$ cat src/rtl/hvsync_pkg.sv
// Default VGA 640x480@60 timing constants and the shared 10-bit position type.
package hvsync_pkg;

  typedef logic [9:0] pos_t;

  localparam int unsigned H_DISPLAY_DEF = 640;
  localparam int unsigned H_FRONT_DEF   = 16;
  localparam int unsigned H_SYNC_DEF    = 96;
  localparam int unsigned H_BACK_DEF    = 48;
  localparam int unsigned V_DISPLAY_DEF = 480;
  localparam int unsigned V_FRONT_DEF   = 10;
  localparam int unsigned V_SYNC_DEF    = 2;
  localparam int unsigned V_BACK_DEF    = 33;

  localparam int unsigned H_TOTAL_DEF = H_DISPLAY_DEF + H_FRONT_DEF + H_SYNC_DEF + H_BACK_DEF;
  localparam int unsigned V_TOTAL_DEF = V_DISPLAY_DEF + V_FRONT_DEF + V_SYNC_DEF + V_BACK_DEF;

  function automatic logic in_window(input pos_t p, input pos_t lo, input pos_t hi);
    return (p >= lo) && (p <= hi);
  endfunction

endpackage

$ cat src/rtl/hvsync_generator_timing_counter.sv
// Wrap-around position counter with clock-enable; exposes the next value so
// downstream decode can be registered without adding latency.
module timing_counter
  import hvsync_pkg::*;
#(
  parameter int unsigned TOTAL = H_TOTAL_DEF
) (
  input  logic clk,
  input  logic rst_n,
  input  logic en_i,
  output pos_t count_o,
  output pos_t next_o,
  output logic wrap_o
);

  localparam pos_t LAST = pos_t'(TOTAL - 1);

  pos_t count_q, count_d;

  assign wrap_o = (count_q == LAST);

  always_comb begin
    count_d = count_q;
    if (en_i) begin
      count_d = wrap_o ? '0 : count_q + pos_t'(1);
    end
  end

  always_ff @(posedge clk or negedge rst_n) begin
    if (!rst_n) count_q <= '0;
    else        count_q <= count_d;
  end

  assign count_o = count_q;
  assign next_o  = count_d;

endmodule

$ cat src/rtl/hvsync_generator.sv
// VGA raster timing generator. Define HVSYNC_PIXEL_DIV2_EN to derive the pixel
// tick from every second clk edge (e.g. 50 MHz clk -> 25 MHz pixels).
module hvsync_generator
  import hvsync_pkg::*;
#(
  parameter int unsigned H_DISPLAY = H_DISPLAY_DEF,
  parameter int unsigned H_FRONT   = H_FRONT_DEF,
  parameter int unsigned H_SYNC    = H_SYNC_DEF,
  parameter int unsigned H_BACK    = H_BACK_DEF,
  parameter int unsigned V_DISPLAY = V_DISPLAY_DEF,
  parameter int unsigned V_FRONT   = V_FRONT_DEF,
  parameter int unsigned V_SYNC    = V_SYNC_DEF,
  parameter int unsigned V_BACK    = V_BACK_DEF
) (
  input  logic       clk,
  input  logic       reset,
  output logic       hsync,
  output logic       vsync,
  output logic       display_on,
  output logic [9:0] hpos,
  output logic [9:0] vpos
);

  localparam int unsigned H_TOTAL = H_DISPLAY + H_FRONT + H_SYNC + H_BACK;
  localparam int unsigned V_TOTAL = V_DISPLAY + V_FRONT + V_SYNC + V_BACK;

  localparam pos_t HS_START = pos_t'(H_DISPLAY + H_FRONT);
  localparam pos_t HS_END   = pos_t'(H_DISPLAY + H_FRONT + H_SYNC - 1);
  localparam pos_t VS_START = pos_t'(V_DISPLAY + V_FRONT);
  localparam pos_t VS_END   = pos_t'(V_DISPLAY + V_FRONT + V_SYNC - 1);
  localparam pos_t H_VIS    = pos_t'(H_DISPLAY);
  localparam pos_t V_VIS    = pos_t'(V_DISPLAY);

  logic tick;

`ifdef HVSYNC_PIXEL_DIV2_EN
  logic phase_q;

  always_ff @(posedge clk or negedge reset) begin
    if (!reset) phase_q <= 1'b0;
    else        phase_q <= ~phase_q;
  end

  assign tick = phase_q;
`else
  assign tick = 1'b1;
`endif

  pos_t h_q, h_d, v_q, v_d;
  logic h_wrap, v_wrap_unused;

  timing_counter #(.TOTAL(H_TOTAL)) u_hcnt (
    .clk     (clk),
    .rst_n   (reset),
    .en_i    (tick),
    .count_o (h_q),
    .next_o  (h_d),
    .wrap_o  (h_wrap)
  );

  timing_counter #(.TOTAL(V_TOTAL)) u_vcnt (
    .clk     (clk),
    .rst_n   (reset),
    .en_i    (tick & h_wrap),
    .count_o (v_q),
    .next_o  (v_d),
    .wrap_o  (v_wrap_unused)
  );

  // Decoding the next position keeps the registered strobes aligned with hpos/vpos.
  logic hsync_q, hsync_d, vsync_q, vsync_d, disp_q, disp_d;

  always_comb begin
    hsync_d = ~in_window(h_d, HS_START, HS_END);
    vsync_d = ~in_window(v_d, VS_START, VS_END);
    disp_d  = (h_d < H_VIS) && (v_d < V_VIS);
  end

  always_ff @(posedge clk or negedge reset) begin
    if (!reset) begin
      hsync_q <= 1'b1;
      vsync_q <= 1'b1;
      disp_q  <= 1'b1;
    end else if (tick) begin
      hsync_q <= hsync_d;
      vsync_q <= vsync_d;
      disp_q  <= disp_d;
    end
  end

  assign hsync      = hsync_q;
  assign vsync      = vsync_q;
  assign display_on = disp_q;
  assign hpos       = h_q;
  assign vpos       = v_q;

endmodule

$ cat config.mk
export PLATFORM = sky130hd
export DESIGN_NAME = hvsync_generator
export DESIGN_NICKNAME = d
export VERILOG_FILES = /design/src/rtl/hvsync_pkg.sv /design/src/rtl/hvsync_generator_timing_counter.sv /design/src/rtl/hvsync_generator.sv
export SDC_FILE = /design/constraint.sdc
export NUM_CORES = 1
export LEC_CHECK = 0
export ABC_AREA = 1
export CORE_ASPECT_RATIO = 1.1
export CORE_MARGIN = 4
export CORE_UTILIZATION = 52
export CTS_CLUSTER_SIZE = 16
export DETAILED_ROUTE_END_ITERATION = 10
export GPL_TIMING_DRIVEN = 0
export PLACE_DENSITY_LB_ADDON = 0.3
export SETUP_SLACK_MARGIN = 0.3
export SLEW_MARGIN = 20
export SYNTH_ARGS = -nofsm -noshare
export SYNTH_HDL_FRONTEND = slang
export SYNTH_SLANG_ARGS = --single-unit
$ cat constraint.sdc
create_clock -name clk -period 1.75 [get_ports clk]
set_input_delay 0.35 -clock clk [delete_from_list [all_inputs] [get_ports clk]]
set_output_delay 0.35 -clock clk [all_outputs]
set_load 0.01 [all_outputs]
# Word-level counts from Yosys, hierarchy flattened

Index checks and enable logic that the tools add are counted.

Register bits: 23
Output and inout port bits: 23
Bits of input ports: 2
Logic and storage cells: 23

Reduce and logical (&&, ||, !) cells: 3
Add/subtract/negate cells: 2
$lt $le $gt $ge: 6
Mux-type cells: 3
Bitwise gates (word level): 2
Eq/ne operators: 2

Operators by type and width:

| operator                                                                              | count |
|---|---|
| 10-bit two-way mux                                                                    | 3 |
| 10-bit by 1-bit adder with 10-bit output (second input constant)                      | 2 |
| 10-bit == test (second input constant)                                                | 2 |
| 10-bit greater-or-equal comparator (second input constant)                            | 1 |
| 10-bit by 9-bit greater-or-equal comparator with 1-bit output (second input constant) | 1 |
| 10-bit less-or-equal comparator (second input constant)                               | 1 |
| 10-bit by 9-bit less-or-equal comparator with 1-bit output (second input constant)    | 1 |
| 10-bit less-than comparator (second input constant)                                   | 1 |
| 10-bit by 9-bit less-than comparator with 1-bit output (second input constant)        | 1 |
| 1-bit logical AND                                                                     | 3 |
| 1-bit NOT                                                                             | 2 |

# Longest topological paths before layout

Gate-level depths: netlist (run 1).

Depth after elaboration: 6
Gate-level depth with buffers: 12
Gate-level depth less buffers: 12

# Hierarchy

From an unflattened synthesis (run 1), not the netlist that was laid out.

Cell total of the unflattened synthesis: 184
Area total of the unflattened synthesis: 1,363.8 um^2

Modules (own cells, without submodules):

| module                  | cells each | times used | area each (um^2) | sequential area each (um^2) |
|---|---|---|---|---|
| timing_counter (u_vcnt) | 88         | 1          | 633.1            | 250.2 |
| timing_counter (u_hcnt) | 68         | 1          | 549.3            | 250.2 |
| hvsync_generator        | 28         | 1          | 181.4            | 78.8 |

# Worst setup path after synthesis (run 1)

No wires, ideal clock.

Path kind: register to register
Start: register u_hcnt.count_q[0], in the netlist u_hcnt.count_o[0]
End: register vsync_q, in the netlist vsync
Clock period less this slack: 1,605 ps
Data arrival time: 1,528 ps
Library setup time: 77 ps
Buffers on the path: 1
Required time: 1,673 ps
Setup slack: 145 ps
Cell stages (with the launch flop): 12
Cells stage by stage: dfrtp_1 > ha_1 > nand2_1 > inv_2 > nand2_2 > nor2_4 > buf_6 > nand4_1 > nand2_1 > nand2_1 > nor2_2 > nand2_1

Cells in the longest elaborated chain, start to end: 5
Elaborated cells between the ends (all ways): 6
Those cells by class: order compare (2); eq/ne (1); mux (1); bitwise (1); reduce/logical (1)

Ends and longest elaborated chain:

| element                                                                                                                                     | line                                  | source |
|---|---|---|
| start, declared                                                                                                                             | hvsync_generator_timing_counter.sv:18 | `pos_t count_q, count_d;` |
| start signal, assigned                                                                                                                      | hvsync_generator_timing_counter.sv:31 | `else count_q <= count_d;` |
| 10-bit == test *                                                                                                                            | hvsync_generator_timing_counter.sv:20 | `assign wrap_o = (count_q == LAST);` |
| 10-bit two-way mux *                                                                                                                        | hvsync_generator_timing_counter.sv:24 | `if (en_i) begin` |
| 10-bit by 9-bit greater-or-equal comparator with 1-bit output or 10-bit by 9-bit less-or-equal comparator with 1-bit output (tied branches) | hvsync_pkg.sv:19                      | `return (p >= lo) && (p <= hi);` |
| 1-bit logical AND *                                                                                                                         | hvsync_pkg.sv:19                      |  |
| 1-bit NOT *                                                                                                                                 | hvsync_generator.sv:75                | `vsync_d = ~in_window(v_d, VS_START, VS_END);` |
| net vsync_d                                                                                                                                 | hvsync_generator.sv:71                | `logic hsync_q, hsync_d, vsync_q, vsync_d, disp_q, disp_d;` |
| end signal, assigned                                                                                                                        | hvsync_generator.sv:86                | `vsync_q <= vsync_d;` |
| end, declared                                                                                                                               | hvsync_generator.sv:71                |  |

The timed path passes the listed nets; every way through them passes the cells marked *.

# Worst setup path after layout (run 1)

Start: register u_vcnt.count_q[4], in the netlist u_vcnt.count_o[4]
End: register vsync_q, in the netlist vsync

Cells in the longest elaborated chain, start to end: 6
Elaborated cells between the ends (all ways): 8
Those cells by class: add/sub (1); order compare (2); eq/ne (1); mux (2); bitwise (1); reduce/logical (1)

Ends and longest elaborated chain:

| element                                                                                                                                     | line                                                                         | source |
|---|---|---|
| start, declared                                                                                                                             | hvsync_generator_timing_counter.sv:18                                        |  |
| start signal, assigned                                                                                                                      | hvsync_generator_timing_counter.sv:31                                        |  |
| 10-bit by 1-bit adder with 10-bit output or 10-bit == test (tied branches)                                                                  | hvsync_generator_timing_counter.sv:25, hvsync_generator_timing_counter.sv:20 |  |
| 10-bit two-way mux                                                                                                                          | hvsync_generator_timing_counter.sv:25                                        | `count_d = wrap_o ? '0 : count_q + pos_t'(1);` |
| 10-bit two-way mux *                                                                                                                        | hvsync_generator_timing_counter.sv:24                                        |  |
| 10-bit by 9-bit greater-or-equal comparator with 1-bit output or 10-bit by 9-bit less-or-equal comparator with 1-bit output (tied branches) | hvsync_pkg.sv:19                                                             |  |
| 1-bit logical AND *                                                                                                                         | hvsync_pkg.sv:19                                                             |  |
| 1-bit NOT *                                                                                                                                 | hvsync_generator.sv:75                                                       |  |
| net vsync_d                                                                                                                                 | hvsync_generator.sv:71                                                       |  |

Marked as above.

==> flow_metrics.tcl, run 1 <==
set metrics [dict create \
    vias_per_cell 5.68 \
    drt-pass1-iter-count 7 \
    start_util 0.552 \
    cp_max_fo 5 \
    syn_area_um2 1390 \
    cp-start-kind "flip-flop" \
    leakage_nw 1.22 \
    dieWidth_um 57.3 \
    ios 25 \
    clk_latency_ns 0.33 \
    rsz0062_at_grt "true" \
    crit_slowest_cell "dfrtp_1" \
    finalPower_uw 810 \
    overflow 0 \
    core_um2 2520 \
    r2r_cells 11 \
    tightest_slew_ns 1.04 \
    synth.distinct_cells 25 \
    grt_max_degree 24 \
    antenna_cells 0 \
    slew_viol_final 0 \
    postCtsHoldBufs 0 \
    post_drt_wl_per_cell_um 16.3 \
    finalSetupTns_ns 0 \
    slew_headroom 0.303 \
    die_height_um 62.2 \
    combPwrFrac 0.015 \
    p_seq_frac 0.656 \
    rows 19 \
    ir_worst_vdd_mv 0.384 \
    root_buffer "clkbuf_4" \
    worstSetupPathType "reg2reg" \
    grt_pass1_wl_um 6490 \
    ant_nets 0 \
    syn_nets 204 \
    drc 0 \
    initialDrtViolationCount 107 \
    via_count 1663 \
    routed_wirelength_um 4780 \
    cp.arrival_ns 2.00 \
    switching_power_uw 191 \
    globalplace.congestion 0.850 \
    nets 269 \
    place_hpwl_um 2440 \
    crit_top_cell "nand2_1" \
    intPower_uw 620 \
    ys_ff_latch 23 \
    cts_tree "yes" \
    syn_area_per_cell_um2 7.02 \
    hold_viol 0 \
    fmax_ghz 0.579 \
    setup_viol 0 \
    htree_levels 1 \
    r2r_start "u_vcnt.count_o[4]" \
    io_buffers 24 \
    maxUsedRoutingLayer "met4" \
    clkPwrFrac 0.329 \
    reg2reg_setup_slack_ns 0.02 \
    groute.usage.overall 0.225 \
    area_growth_pct 54.4 \
    met3_length_um 277 \
    crit_chain "buf_4, inv_1, nand2_1, nor2_2, nand3b_1, nand2_1, nand2_1, nand2_2, nand3_2, nor2_1, nand2_1" \
    grt_pass1_vias 1529 \
    skew_ns 0.00621 \
    sw_frac_of_total 0.235 \
    path_clk_slew_ns 0.14 \
    dr_wl_met2_um 2490 \
    die-area_um2 3570 \
    period_minus_slack_ns 1.73 \
    status "completed" \
    max_stage_delay_ns 0.43 \
    worstReg2RegEnd "vsync" \
    synthCells 198 \
    drive_gt1_frac 0.397 \
    cts_buffers 3 \
    critPathCaptureType "flip-flop" \
    post-route-period-util 0.987 \
    antenna_found_initial 0 \
    cts_buffer_depth 2 \
    hp-class "in2async" \
    wl_met1_um 1750 \
    ys.warnings.count 0 \
    worstPathRequired_ns 2.03 \
    cellPowerDensity_nw_per_um2 378 \
    max_cap_violations 0 \
    ys_seq_area_frac 0.417 \
    clkSinkCount 23 \
]
==> critical path, delay by kind of cell (launching register included) <==
kind | cells | cell delay [ns]
DFF | 1 | 0.43
buffers and inverters | 2 | 0.25
and+or+nand+nor | 9 | 1.00
==> area by class of cell <==
cell class / instances / area [um^2]
buffer: 2 / 26.3
multi-input combinational: 132 / 803
inverter: 41 / 158
clock buffer: 3 / 22.5
sequential: 23 / 586
timing repair buffer: 60 / 507
fill: 158 / 374
tap: 31 / 38.8
clock inverter: 1 / 5.00
==> cell families after synthesis <==
| kind of cell | count (synthesis) | synth area share |
|---|---|---|
| compound gates | 8 | 0.0396 |
| buf+inv | 43 | 0.125 |
| fa+ha+maj | 4 | 0.0360 |
| flops | 23 | 0.417 |
| simple gates | 120 | 0.383 |
==> power groups by stage <==
stage	combinational, mW	sequential [mW]	clock [mW]
after floorplan	0.000000492	0.542	0
after global placement	0.0122	0.542	0
after detailed placement	0.0125	0.542	0
after CTS	0.0126	0.532	0.252
after global routing	0.0138	0.532	0.291
final	0.0121	0.532	0.266
==> routing by layer <==
| metal | vias up | global-route usage |
|---|---|---|
| li1 | 735 | - |
| met1 | 793 | 0.257 |
| met2 | 102 | 0.401 |
| met3 | 33 | 0.0248 |
| met4 | 0 | 0.116 |
| met5 | - | 0 |
==> state kept, by name, summed over array words and instances, names as in the netlist <==
name and flops:
hsync 1, vsync 1, u_hcnt.count_o 10, u_vcnt.count_o 10
display_on 1
==> Yosys cell counts <==
library cell  count  area share
a21o_1            1      0.0054
a21oi_1           1      0.0036
a21oi_2           1      0.0063
and2_1            1      0.0045
buf_4             1      0.0054
buf_6             1      0.0081
clkinv_2          1      0.0036
dfrtp_1          20        0.36
dfstp_2           3       0.057
ha_1              4       0.036
inv_1            39        0.11
inv_2             1      0.0027
nand2_1          63        0.17
nand2_2           3       0.014
nand3_1          23       0.083
nand3_2           2       0.014
nand3b_1          1      0.0054
nand4_1           4       0.018
nor2_1           18       0.049
nor2_2            3       0.014
nor2_4            1      0.0081
nor3_1            1      0.0036
o21ai_0           2      0.0072
o21ai_2           1      0.0063
o21bai_1          2       0.011
==> worst max path at each step <==
stage                              endpoint  slack [ns]  depth (start not counted)         startpoint
after floorplan                       vsync        0.23                         11  u_hcnt.count_o[1]
after global placement    u_hcnt.count_o[0]        0.10                          1              reset
after detailed placement  u_hcnt.count_o[0]        0.07                          1              reset
after CTS                           vpos[2]        0.09                          1  u_vcnt.count_o[2]
after global routing                  vsync       -0.05                         11  u_vcnt.count_o[4]
final                                 vsync        0.02                         11  u_vcnt.count_o[4]
==> metrics by stage <==
step | hold WS (ns) | setup WS, ns | instance area, um^2 | utilization | std cells
floorplan | 0.0544 | 0.231 | 1400 | - | 198
global placement | 0.516 | 0.102 | 1680 | 0.666 | 253
detailed placement | 0.521 | 0.0663 | 1680 | 0.666 | 253
CTS | 0.597 | 0.0910 | 1930 | 0.766 | 278
global route | 0.622 | -0.0467 | 2150 | 0.852 | 293
finish | 0.567 | 0.0224 | 2150 | 0.852 | 293
==> what timing repair did <==
action                     in CTS  in global routing
setup buffers                  20                 15
gates cloned                    1                  0
gates resized for setup        40                 49
setup endpoints to repair      32                 15
pin swaps                       5                 24
==> cells in the final DEF (no fill, tap or decap), types with 5 or more instances in the layout <==
master and count:
inv_2 7, buf_4 32, nand3_1 16, inv_1 32
nand2_2 14, nor2_1 14, nand2_1 49, dfrtp_2 5
dlygate4sd2_1 17, nand3_2 9, dfrtp_1 15
Power figures use the tool's default switching activity.
==> run 2, diff against run 1 <==
==> constraint.sdc (replaced) <==
create_clock -name clk -period 1.97 [get_ports clk]
set_input_delay 0.394 -clock clk [delete_from_list [all_inputs] [get_ports clk]]
set_output_delay 0.394 -clock clk [all_outputs]
set_load 0.01 [all_outputs]
==> run 2 against run 1 <==
Against the previous run: sequential power down 11%; via count down 14%; first-iteration DRC count down 48%; final area down 7.1%; flip-flop and latch count unchanged; clock power down 21%; non-clock buffer count down 10; sequential share of layout area up 2.0 points; die area unchanged; routed wire length down 25%.
==> flow_metrics.tcl, run 2 (synthesized netlist as in run 1, its figures left out) <==
set metrics [dict create \
    status "completed" \
    grt_max_degree 24 \
    routed_wirelength_um 3590 \
    p_seq_frac 0.684 \
    crit_chain "ha_2, nand2_4, inv_4, nand2_4, nor2_4, buf_6, nand3_1, nand2_1, nand3_1, nor2_2, nand2_1" \
    globalplace.congestion 0.858 \
    r2r_start "u_hcnt.count_o[1]" \
    clkPwrFrac 0.302 \
    post-route-util 0.791 \
    max_stage_delay_ns 0.42 \
    leakage_nw 1.26 \
    cp-start-kind "flip-flop" \
    reg2reg_setup_slack_ns 0.26 \
    start_util 0.552 \
    slew_headroom 0.661 \
    most-common-layout-cells "60 x nand2_1, 38 x inv_1, 24 x buf_4" \
    cts_buffers 3 \
    grt_pass1_wl_um 5800 \
    postCtsHoldBufs 0 \
    hold_viol 0 \
    drt-pass1-iter-count 4 \
    combPwrFrac 0.014 \
    ant_nets 0 \
    htree_levels 1 \
    slew_viol_final 0 \
    io_buffers 24 \
    cp.depth 11 \
    grt_pass1_vias 1314 \
    path_clk_slew_ns 0.11 \
    groute.usage.overall 0.199 \
    rsz0062_at_grt "true" \
    antenna_found_initial 0 \
    cp_max_fo 6 \
    post_drt_wl_per_cell_um 12.7 \
    drive_gt1_frac 0.250 \
    place_hpwl_um 2160 \
    dieWidth_um 57.3 \
    antenna_cells 0 \
    worstSetupPathType "reg2reg" \
    cp.arrival_ns 1.96 \
    critPathCaptureType "flip-flop" \
    die-area_um2 3570 \
    fmax_ghz 0.585 \
    cts_tree "yes" \
    cellPowerDensity_nw_per_um2 346 \
    area_growth_pct 43.4 \
    rows 19 \
    switching_power_uw 138 \
    die_height_um 62.2 \
    ios 25 \
    setup_viol 0 \
    overflow 0 \
    vias_per_cell 5.08 \
    crit_buf_inv 2 \
    tightest_slew_ns 0.508 \
    finalSetupTns_ns 0 \
    root_buffer "clkbuf_4" \
    worstPathRequired_ns 2.22 \
    ir_worst_vdd_mv 0.399 \
    r2r_cells 11 \
    crit_slowest_cell "dfrtp_1" \
    initialDrtViolationCount 56 \
    sw_frac_of_total 0.201 \
    max_cap_violations 0 \
    nets 259 \
    drc 0 \
    num-fill-cells 174 \
    cts_buffer_depth 2 \
    clk_latency_ns 0.30 \
    worstReg2RegEnd "vsync" \
    post-route-period-util 0.867 \
    skew_ns 0.00211 \
    final_common_cell "nand2_1" \
    core_um2 2520 \
    period_minus_slack_ns 1.71 \
    intPower_uw 552 \
    path_delay_family "simple AND/OR/NAND/NOR gates" \
    startpoint "u_hcnt.count_o[1]" \
    cp-endpoint "vsync" \
    hp-class "in2async" \
    via_count 1438 \
    clkSinkCount 23 \
]
## run 2: cell types whose count changed in the layout (fill, tap and decap cells not counted), moves of 3 or more
cell             delta
buf_4               -8
clkbuf_2            -4
clkdlybuf4s50_1     +5
dlygate4sd2_1      -13
dlymetal6s2s_1     +12
ha_4                -3
inv_1               +6
inv_2               -6
nand2_1            +11
nand2_2            -10
nand3_1             +4
nand3_2             -4
## run 2: routing by layer
metal | GRT usage | routed length, um | share of wire | vias to the layer above
met2 | 0.341 | 1900 | 0.53 | 46
met5 | 0 | 0 | 0 | -
met1 | 0.259 | 1470 | 0.41 | 668
met3 | 0.0269 | 153 | 0.043 | 9
li1 | - | - | - | 715
met4 | 0.0580 | 68 | 0.019 | 0
## run 2: layout make-up
| type | instances | area, um^2 | share of cell area |
|---|---|---|---|
| Buffer | 2 | 26.3 | 0.0132 |
| Tap cell | 31 | 38.8 | 0.0195 |
| Timing Repair Buffer | 50 | 473 | 0.237 |
| Inverter | 41 | 158 | 0.0791 |
| Sequential cell | 23 | 583 | 0.293 |
| Clock buffer | 4 | 26.3 | 0.0132 |
| Multi-Input combinational cell | 132 | 688 | 0.345 |
## run 2: power by group through the flow
stage	registers (mW)	logic [mW]	clock network [mW]
floorplan	0.481	0.000000493	0
global placement	0.481	0.0110	0
detailed placement	0.481	0.0111	0
CTS	0.472	0.0111	0.216
global route	0.472	0.0117	0.232
finish	0.472	0.00942	0.209
## run 2: timing repair
item,4_1_cts,5_1_grt
hold endpoints to repair,0,0
buffers inserted,15,9
cloned,0,2
setup endpoints to repair,18,20
gates resized for setup,11,27
pin swaps,0,9
## run 2: how the worst min path moves through the flow
stage | to | start | slack (ns)
finish | u_hcnt.count_o[1] | reset | 0.04
global route | u_hcnt.count_o[6] | reset | 0.07
CTS | u_hcnt.count_o[1] | u_hcnt.count_o[1] | 0.59
detailed placement | u_hcnt.count_o[2] | u_hcnt.count_o[2] | 0.56
global placement | u_hcnt.count_o[2] | u_hcnt.count_o[2] | 0.55
floorplan | u_hcnt.count_o[0] | reset | 0.1
## run 2: through the flow
step                      area [um^2]  worst slack (ns)  hold WS (ns)  instances  power, mW
after detailed placement         1670             0.212         0.564        253      0.492
after global placement           1670             0.226         0.553        253      0.492
after global routing             1990             0.141        0.0726        283      0.716
after floorplan                  1390             0.365        0.0984        198      0.481
after CTS                        1820             0.242         0.589        272      0.700
final                            1990             0.262        0.0391        283      0.690
==> run 3, diff against run 2 <==
--- a/config.mk
+++ b/config.mk
@@ -6,15 +6,17 @@
 export NUM_CORES = 1
 export LEC_CHECK = 0
 export ABC_AREA = 1
+export CAP_MARGIN = 30
 export CORE_ASPECT_RATIO = 1.1
 export CORE_MARGIN = 4
-export CORE_UTILIZATION = 52
+export CORE_UTILIZATION = 51
 export CTS_CLUSTER_SIZE = 16
 export DETAILED_ROUTE_END_ITERATION = 10
 export GPL_TIMING_DRIVEN = 0
-export PLACE_DENSITY_LB_ADDON = 0.3
+export PLACE_DENSITY = 0.78
 export SETUP_SLACK_MARGIN = 0.3
 export SLEW_MARGIN = 20
 export SYNTH_ARGS = -nofsm -noshare
 export SYNTH_HDL_FRONTEND = slang
+export SYNTH_HIERARCHICAL = 1
 export SYNTH_SLANG_ARGS = --single-unit
==> run 3 against run 2 <==
Against the previous run: clock skew up 0.0033 ns; synthesized cell count down 7.1%; non-clock buffer count up 6.
==> flow_metrics.tcl, run 3 <==
set metrics [dict create \
    die_height_um 62.2 \
    dp_slack_ns -0.141 \
    grt_pass1_vias 1334 \
    globalplace.congestion 0.881 \
    fmax_ghz 0.521 \
    post_drt_wl_per_cell_um 14.0 \
    final_common_cell "nand2_1" \
    synthCells 184 \
    clkSinkCount 23 \
    worstReg2RegEnd "display_on" \
    critPathCaptureType "flip-flop" \
    antenna_cells 0 \
    cp-start-kind "flip-flop" \
    syn_area_per_cell_um2 7.41 \
    cts_tree "yes" \
    slew_viol_final 0 \
    cp.arrival_ns 2.17 \
    clkPwrFrac 0.148 \
    grt_pass1_wl_um 5760 \
    leakage_nw 1.14 \
    root_buffer "clkbuf_4" \
    cellPowerDensity_nw_per_um2 714 \
    skew_ns 0.00543 \
    die-area_um2 3570 \
    p_seq_frac 0.409 \
    rsz0062_at_grt "true" \
    switching_power_uw 527 \
    max_cap_violations 0 \
    worstSetupPathType "reg2reg" \
    max_stage_delay_ns 0.42 \
    combPwrFrac 0.443 \
    initialDrtViolationCount 94 \
    place_area_um2 1660 \
    htree_levels 1 \
    ys_async_sr_fraction 1.00 \
    post-route-period-util 0.975 \
    synth_common_cells "45 x nand2_1, 37 x inv_1, 25 x nor2_1" \
    ys.warnings.count 6 \
    status "completed" \
    ant_nets 0 \
    synth.distinct_cells 24 \
    antenna_found_initial 0 \
    setup_slack_ns 0.0496 \
    hold_viol 0 \
    most-common-layout-cells "42 x nand2_1, 30 x inv_1, 29 x buf_4" \
    sw_frac_of_total 0.365 \
    cts_buffers 3 \
    syn_area_um2 1360 \
    routed_wirelength_um 3840 \
    via_count 1391 \
    groute.usage.overall 0.200 \
    start_util 0.541 \
    ir_worst_vdd_mv 0.949 \
    vias_per_cell 5.08 \
    reg2reg_setup_slack_ns 0.05 \
    r2r_cells 16 \
    yosysTopAreaCellShare 0.367 \
    ys_ff_latch 23 \
    grt_max_degree 24 \
    nets 249 \
    place_hpwl_um 2110 \
    crit_chain "inv_1, nand2_1, nor2_2, nand3_2, inv_2, buf_6, nand2_4, nor2_4, nand3_2, nand2_1, nand2_1, nor2_2, inv_2, nand2_2, nor2_4, nor2_2" \
    hp-class "in2async" \
    yosysMostFrequentCell "nand2_1" \
    intPower_uw 919 \
    r2r_start "u_hcnt/count_o[7]" \
    cts_buffer_depth 2 \
    io_buffers 24 \
    path_clk_slew_ns 0.12 \
    rows 19 \
    synth_edf_count 0 \
    setup_viol 0 \
    period_minus_slack_ns 1.92 \
    worstPathRequired_ns 2.22 \
    ys_seq_area_frac 0.425 \
    ios 25 \
    fin_area_um2 2030 \
    drc 0 \
    clk_latency_ns 0.30 \
    finalPower_mw 1.45 \
    drive_gt1_frac 0.342 \
    postCtsHoldBufs 0 \
    yosysTopAreaCell "dfrtp_1" \
    crit_slowest_cell "dfrtp_1" \
    overflow 0 \
    yosys-top-cells-area "dfrtp_1 37%, nand2_1 12%, inv_1 10%" \
    syn_nets 189 \
    synth_top_flop_cell "dfrtp_1" \
    dieWidth_um 57.3 \
    core_um2 2520 \
    drt-pass1-iter-count 6 \
    cp_max_fo 4 \
    area_growth_pct 48.5 \
]
==> run 3: changes by cell type in the layout (fill, tap and decap cells not counted), sizes merged, moves of 2 or more <==
cell	previous run	this run
nor2	22	29
o21ai	3	5
nand2	66	51
dlymetal6s2s	13	4
dlygate4sd2	4	14
buf	28	34
clkbuf	5	3
xor2	0	8
nand3	25	15
==> run 3: kinds of logic after synthesis <==
group / share of synthesized area
xor+xnor: 0.0578
fa+ha+maj: 0.0275
compound gates: 0.0303
buf+inv: 0.129
other cells: 0.00275
simple gates: 0.328
flops: 0.425
==> run 3: repair_timing <==
| action | CTS | global route |
|---|---|---|
| resized for setup | 24 | 29 |
| setup endpoints to repair | 30 | 15 |
| setup buffers | 23 | 7 |
| pin swaps | 7 | 19 |
| gates cloned | 0 | 0 |
==> run 3: cell type report <==
class,instances,area [um^2]
fillers,169,494
repair buffers,55,480
flip-flops and latches,23,581
multi-input cells,119,722
plain buffers,3,30.0
clock buffers,3,22.5
inverters,39,146
clock inverters,1,5.00
well taps,31,38.8
==> run 3: power by group through the flow <==
stage,combinational [mW],sequential (mW),clock [mW]
2_1_floorplan,0.196,0.646,0
3_3_place_gp,0.394,0.621,0
3_5_place_dp,0.405,0.626,0
4_1_cts,0.543,0.588,0.225
5_1_grt,0.710,0.599,0.244
6_report,0.641,0.591,0.213
==> run 3: worst max-delay path by stage <==
stage,to,depth (start not counted),from
floorplan,vsync,15,u_hcnt/count_o[0]
finish,display_on,16,u_hcnt/count_o[7]
detailed placement,vsync,15,u_hcnt/count_o[0]
global route,vsync,17,u_hcnt/count_o[7]
global placement,vsync,15,u_hcnt/count_o[0]
CTS,vsync,15,u_hcnt/count_o[1]
==> run 3: stage by stage <==
stage	instances	setup TNS (ns)	util	hold WS, ns
floorplan	184	0	-	0.0984
global placement	239	-0.169	0.657	0.554
detailed placement	239	-0.267	0.657	0.546
CTS	266	0	0.742	0.595
global route	274	-0.207	0.804	0.377
finish	274	0	0.804	0.385
==> run 3: critical path, delay by kind of cell (launching register included) <==
family                 cells  cell delay [ns]
AND/OR/NAND/NOR           12             1.10
flip-flops                 1             0.42
buffers and inverters      4             0.34
==> run 3: metal layers <==
metal | wire length, um | vias up | track usage
li1 | - | 663 | -
met1 | 1540 | 649 | 0.240
met2 | 2000 | 69 | 0.356
met3 | 205 | 10 | 0.0207
met4 | 99 | 0 | 0.0841
met5 | 0 | - | 0
==> RTL change 1 (flow settings as in run 2) <==
The option `HVSYNC_PIXEL_DIV2_EN` is turned on by a define.
--- a/src/rtl/hvsync_generator.sv
+++ b/src/rtl/hvsync_generator.sv
@@ -1,5 +1,7 @@
 // VGA raster timing generator. Define HVSYNC_PIXEL_DIV2_EN to derive the pixel
 // tick from every second clk edge (e.g. 50 MHz clk -> 25 MHz pixels).
+`define HVSYNC_PIXEL_DIV2_EN
+
 module hvsync_generator
   import hvsync_pkg::*;
 #(
Function: changed (Yosys sat finds a counterexample within 4 cycles, from zero or initial values and one cycle with reset low).
==> RTL change 1 against run 2 <==
  * Via count grew 19%
  * Sequential power up 4.4%
  * Sequential cell count up 1
  * Non-clock buffer count is 10 higher
  * Worst setup slack lost 87 ps
  * Clock skew up 18 ps
  * Count of clock-buffer cells in the layout is the same
  * Routed wire length increased by 34%
  * Cell area increased by 16%
  * Global-route usage rose by 3.7 points
  * Total power grew 8.3%
  * Synthesized area increased by 13%
  * Clock power is 17% higher
  * Critical path type unchanged
  * Critical endpoint is now display_on
  * Largest cell class unchanged
==> RTL change 1: results (changes against run 2) <==
metric,value,unit,change
status,"finished, final reports clean",,
synthTopCellsByCount,"79 x nand2_1, 34 x inv_1, 25 x nor2_1",,
place_hpwl,2.460,mm,+14%
synth_nets,230,,+13%
crit_arrival,2070,ps,+110 ps
gp_congestion,0.8540,,-0.44%
grt_pass1_vias,1545,,+18%
synth_cell_type_count,24,,-4.0%
met2_usage,0.3581,,+0.01668
vias,1715,,+19%
insertion_delay,340,ps,+40 ps
intPower,573.3,uW,+3.9%
ys_seq_area_frac,0.3861,,-0.03065
grt_util_all_layers,0.2360,,+0.03679
grt_max_degree,25,,+4.2%
nFillCells,165,,-5.2%
worst_slew_pin_slew,578.1,ps,+70.02 ps
power.leakage,0.001353,uW,+7.0%
peakVddDrop,0.0004708,V,+18%
synth.area.top_cells,"dfrtp_1 34%, nand2_1 19%, inv_1 8.2%, nor2_1 6.0%, nand3_1 5.1%",,
first_iter_violations,112,,+100%
grt_first_pass_wirelength,6.996,mm,+21%
nets,294,,+14%
firstDrtPassIters,4,,unchanged
met1_usage,0.3182,,+0.05961
-- RTL change 1: changes by cell type after synthesis, sizes merged, moves of 2 or more --
cell          run 2  this run
nand2            66        85
nor2             22        33
nand3            25        16
nand4             4         8
xnor2             0         3
xor2              0         3
inv              40        38
-- RTL change 1: power by group through the flow --
stage	sequential (uW)	combinational [uW]	clock, uW
floorplan	502	0.000586	0
global placement	502	12.0	0
detailed placement	502	12.2	0
CTS	493	12.0	245
global route	493	12.4	269
finish	493	10.7	244
-- RTL change 1: stage by stage --
step	area, sq um	hold WS (ps)	utilization	cells	setup WS, ps
5_1_grt	2317	53.08	0.8195	321	64.58
6_report	2317	22.57	0.8195	321	174.6
4_1_cts	2151	483.3	0.7606	311	175.5
3_3_place_gp	1847	462.6	0.6531	282	128.9
2_1_floorplan	1565	98.41	-	225	308.9
3_5_place_dp	1847	458.0	0.6531	282	109.8
-- RTL change 1: final timing paths --
path | startpoint | endpoint | slack (ps) | depth (start not counted)
worst max-delay path | u_vcnt.count_o[0] | display_on | 170 | 14
min in group clk | display_on | display_on | 490 | 2
max in group asynchronous | reset | u_hcnt.count_o[5] | 1510 | 1
worst min-delay path | reset | u_vcnt.count_o[7] | 20 | 1
worst min register to register | display_on | display_on | 490 | 2
worst max register to register | u_vcnt.count_o[0] | display_on | 170 | 14
-- RTL change 1: per-layer routing --
metal	wire, microns	vias up
met5	0	-
met4	153	0
met3	334	16
met2	2415	93
met1	1922	793
li1	-	813
-- RTL change 1: cell type report --
type,instances,area share
flip-flops and latches,24,0.2651
clock buffers,4,0.01134
plain buffers,3,0.01188
inverters,38,0.06156
well taps,33,0.01782
repair buffers,59,0.2403
multi-input cells,160,0.3920
-- RTL change 1: repair_timing --
item	in CTS	in global routing
gates cloned	1	0
hold buffers	0	0
setup buffers	24	10
resized for setup	36	31
setup endpoints to repair	24	13
pin swaps	15	19
-- RTL change 1: logic make-up after synthesis --
| family | share of synthesized area |
|---|---|
| compound gates | 0.02398 |
| xor+xnor | 0.03358 |
| fa+ha+maj | 0.02398 |
| buf+inv | 0.1063 |
| flops | 0.3861 |
| simple gates | 0.4261 |
==> RTL change 2 (settings of run 2) <==
Made on the original files. Put a register stage on the output `vpos`, cleared by the reset. The value now appears one clock later. The other outputs are not delayed to match. Comments in the files are not updated.
--- a/src/rtl/hvsync_generator.sv
+++ b/src/rtl/hvsync_generator.sv
@@ -92,7 +92,13 @@
   assign vsync      = vsync_q;
   assign display_on = disp_q;
   assign hpos       = h_q;
-  assign vpos       = v_q;
+  always_ff @(posedge clk or negedge reset) begin
+    if (!reset) begin
+      vpos <= '0;
+    end else begin
+      vpos <= v_q;
+    end
+  end
 
 endmodule
 
Formal check against the unedited RTL: no difference found for any inputs over 10 cycles, from zero or initial values and one cycle with reset low; that may be too few to reach the edited logic, so the function may still have changed.
==> RTL change 2 against run 2 <==
  * Sequential cell count increased by 10
  * Worst setup slack improved by 58 ps
  * Synthesized cell count increased by 5.1%
  * Total power increased by 51%
  * Cell area increased by 7.4%
  * Critical path depth decreased by 1
  * Synthesized area increased by 18%
  * Global-route usage decreased by 0.62 points
  * Routed wire length decreased by 3.4%
  * Critical endpoint unchanged
  * Largest cell class is now registers
==> RTL change 2: results (changes against run 2) <==
metric,value,unit,change
status,"finished, final reports clean",,
async_reset_ff_frac,1.000,,unchanged
avgRoutedWirePerCell,12.05,microns,-5.1%
clockBufferDepth,2,,unchanged
holdCritPathClass,primary input to async pin,,
synthTopCellsByCount,"63 x nand2_1, 39 x inv_1, 30 x dfrtp_1",,
power.leakage,0.001219,uW,-3.6%
gp_congestion,0.8233,,-4.0%
insertion_delay,330,ps,+30 ps
grt_util_all_layers,0.1931,,-0.006182
numPortBuffers,24,,unchanged
htree_levels,2,,+1
synth_cell_type_count,25,,unchanged
ys_seq_area_frac,0.5057,,+0.08898
max_stage_delay,390,ps,-30 ps
firstDrtPassIters,4,,unchanged
cts_buffers,5,,+2
cts.repair.resized,9,,-2
met3_usage,0.05039,,+0.02347
grt_first_pass_wirelength,5.802,mm,unchanged
peakVddDrop,0.0004931,V,+24%
crit_arrival,1930,ps,-30 ps
stdcell_count,288,,+1.8%
clk_pin_slew,100,ps,
grt_max_degree,34,,+42%
met1_usage,0.2165,,-0.04209
synth_nets,214,,+4.9%
wl_met3,177,microns,+16%
antenna_found_initial,0,,unchanged
place_hpwl,2.399,mm,+11%
dp.cells,266,,+5.1%
wl_met2,1.805,mm,-4.9%
start_kind,register,,
nFillCells,257,,+48%
drc,0,,unchanged
clock_skew,7.160,ps,+5.047 ps
vias,1458,,+1.4%
setup_viol,0,,unchanged
met2_usage,0.3351,,-0.006350
worst_slew_pin_slew,698.0,ps,+190.0 ps
wl_met1,1.422,mm,-3.3%
power_switching,229.7,uW,+66%
placed_cell_area,1918,sq um,+15%
dr.max_layer_used,met4,,
synth.area.top_cells,"dfrtp_1 46%, nand2_1 14%, inv_1 8.9%, nand3_1 7.0%, dfstp_2 4.8%",,
drive_above_1_share,0.2205,,-0.02953
r2r-start,u_hcnt.count_o[7],,
cts_setup_buffers,8,,-7
grt_pass1_vias,1407,,+7.1%
cp_max_fo,5,,-1
pre_cts_ws,154.0,ps,-57.54 ps
diodes,0,,unchanged
first_iter_violations,55,,-1.8%
avgSynthCellArea,7.886,sq um,+12%
-- RTL change 2: cell count changes in the layout (fill, tap and decap cells not counted), sizes merged --
cell	delta
buf	-12
clkbuf	+2
clkdlybuf4s50	+5
clkinv	+2
dfrtp	+10
dlygate4sd2	+1
dlymetal6s2s	-6
-- RTL change 2: final timing paths --
kind	endpoint	slack [ps]	depth (start not counted)
max	vsync	320	10
min	u_hcnt.count_o[1]	100	1
max reg2reg	vsync	320	10
min reg2reg	vpos[9]	450	0
max in group asynchronous	u_hcnt.count_o[0]	1380	1
min in group clk	vpos[9]	450	0
-- RTL change 2: final cells by class --
| class | instances | area [sq um] | area share |
|---|---|---|---|
| buffer | 2 | 22.52 | 0.01052 |
| inverter | 41 | 155.1 | 0.07247 |
| clock inverter | 2 | 10.01 | 0.004676 |
| timing repair buffer | 38 | 355.3 | 0.1660 |
| tap | 34 | 42.54 | 0.01987 |
| sequential | 33 | 833.3 | 0.3892 |
| clock buffer | 6 | 41.29 | 0.01929 |
| multi-input combinational | 132 | 680.7 | 0.3179 |
-- RTL change 2: power groups by stage --
stage / logic (uW) / registers, uW / clock network (uW)
6_report: 12.8 / 677 / 353
5_1_grt: 16.0 / 677 / 409
4_1_cts: 13.8 / 677 / 364
3_5_place_dp: 13.8 / 690 / 0
3_3_place_gp: 14.8 / 690 / 0
2_1_floorplan: 0.000493 / 690 / 0
-- RTL change 2: kinds of logic (layout without fill, tap and decap cells) --
| family | Yosys count | count (layout) | share of synthesized area |
|---|---|---|---|
| simple gates | 120 | 120 | 0.3242 |
| buf+inv | 43 | 89 | 0.1060 |
| flops | 33 | 33 | 0.5057 |
| compound gates | 8 | 8 | 0.03356 |
| fa+ha+maj | 4 | 4 | 0.03051 |
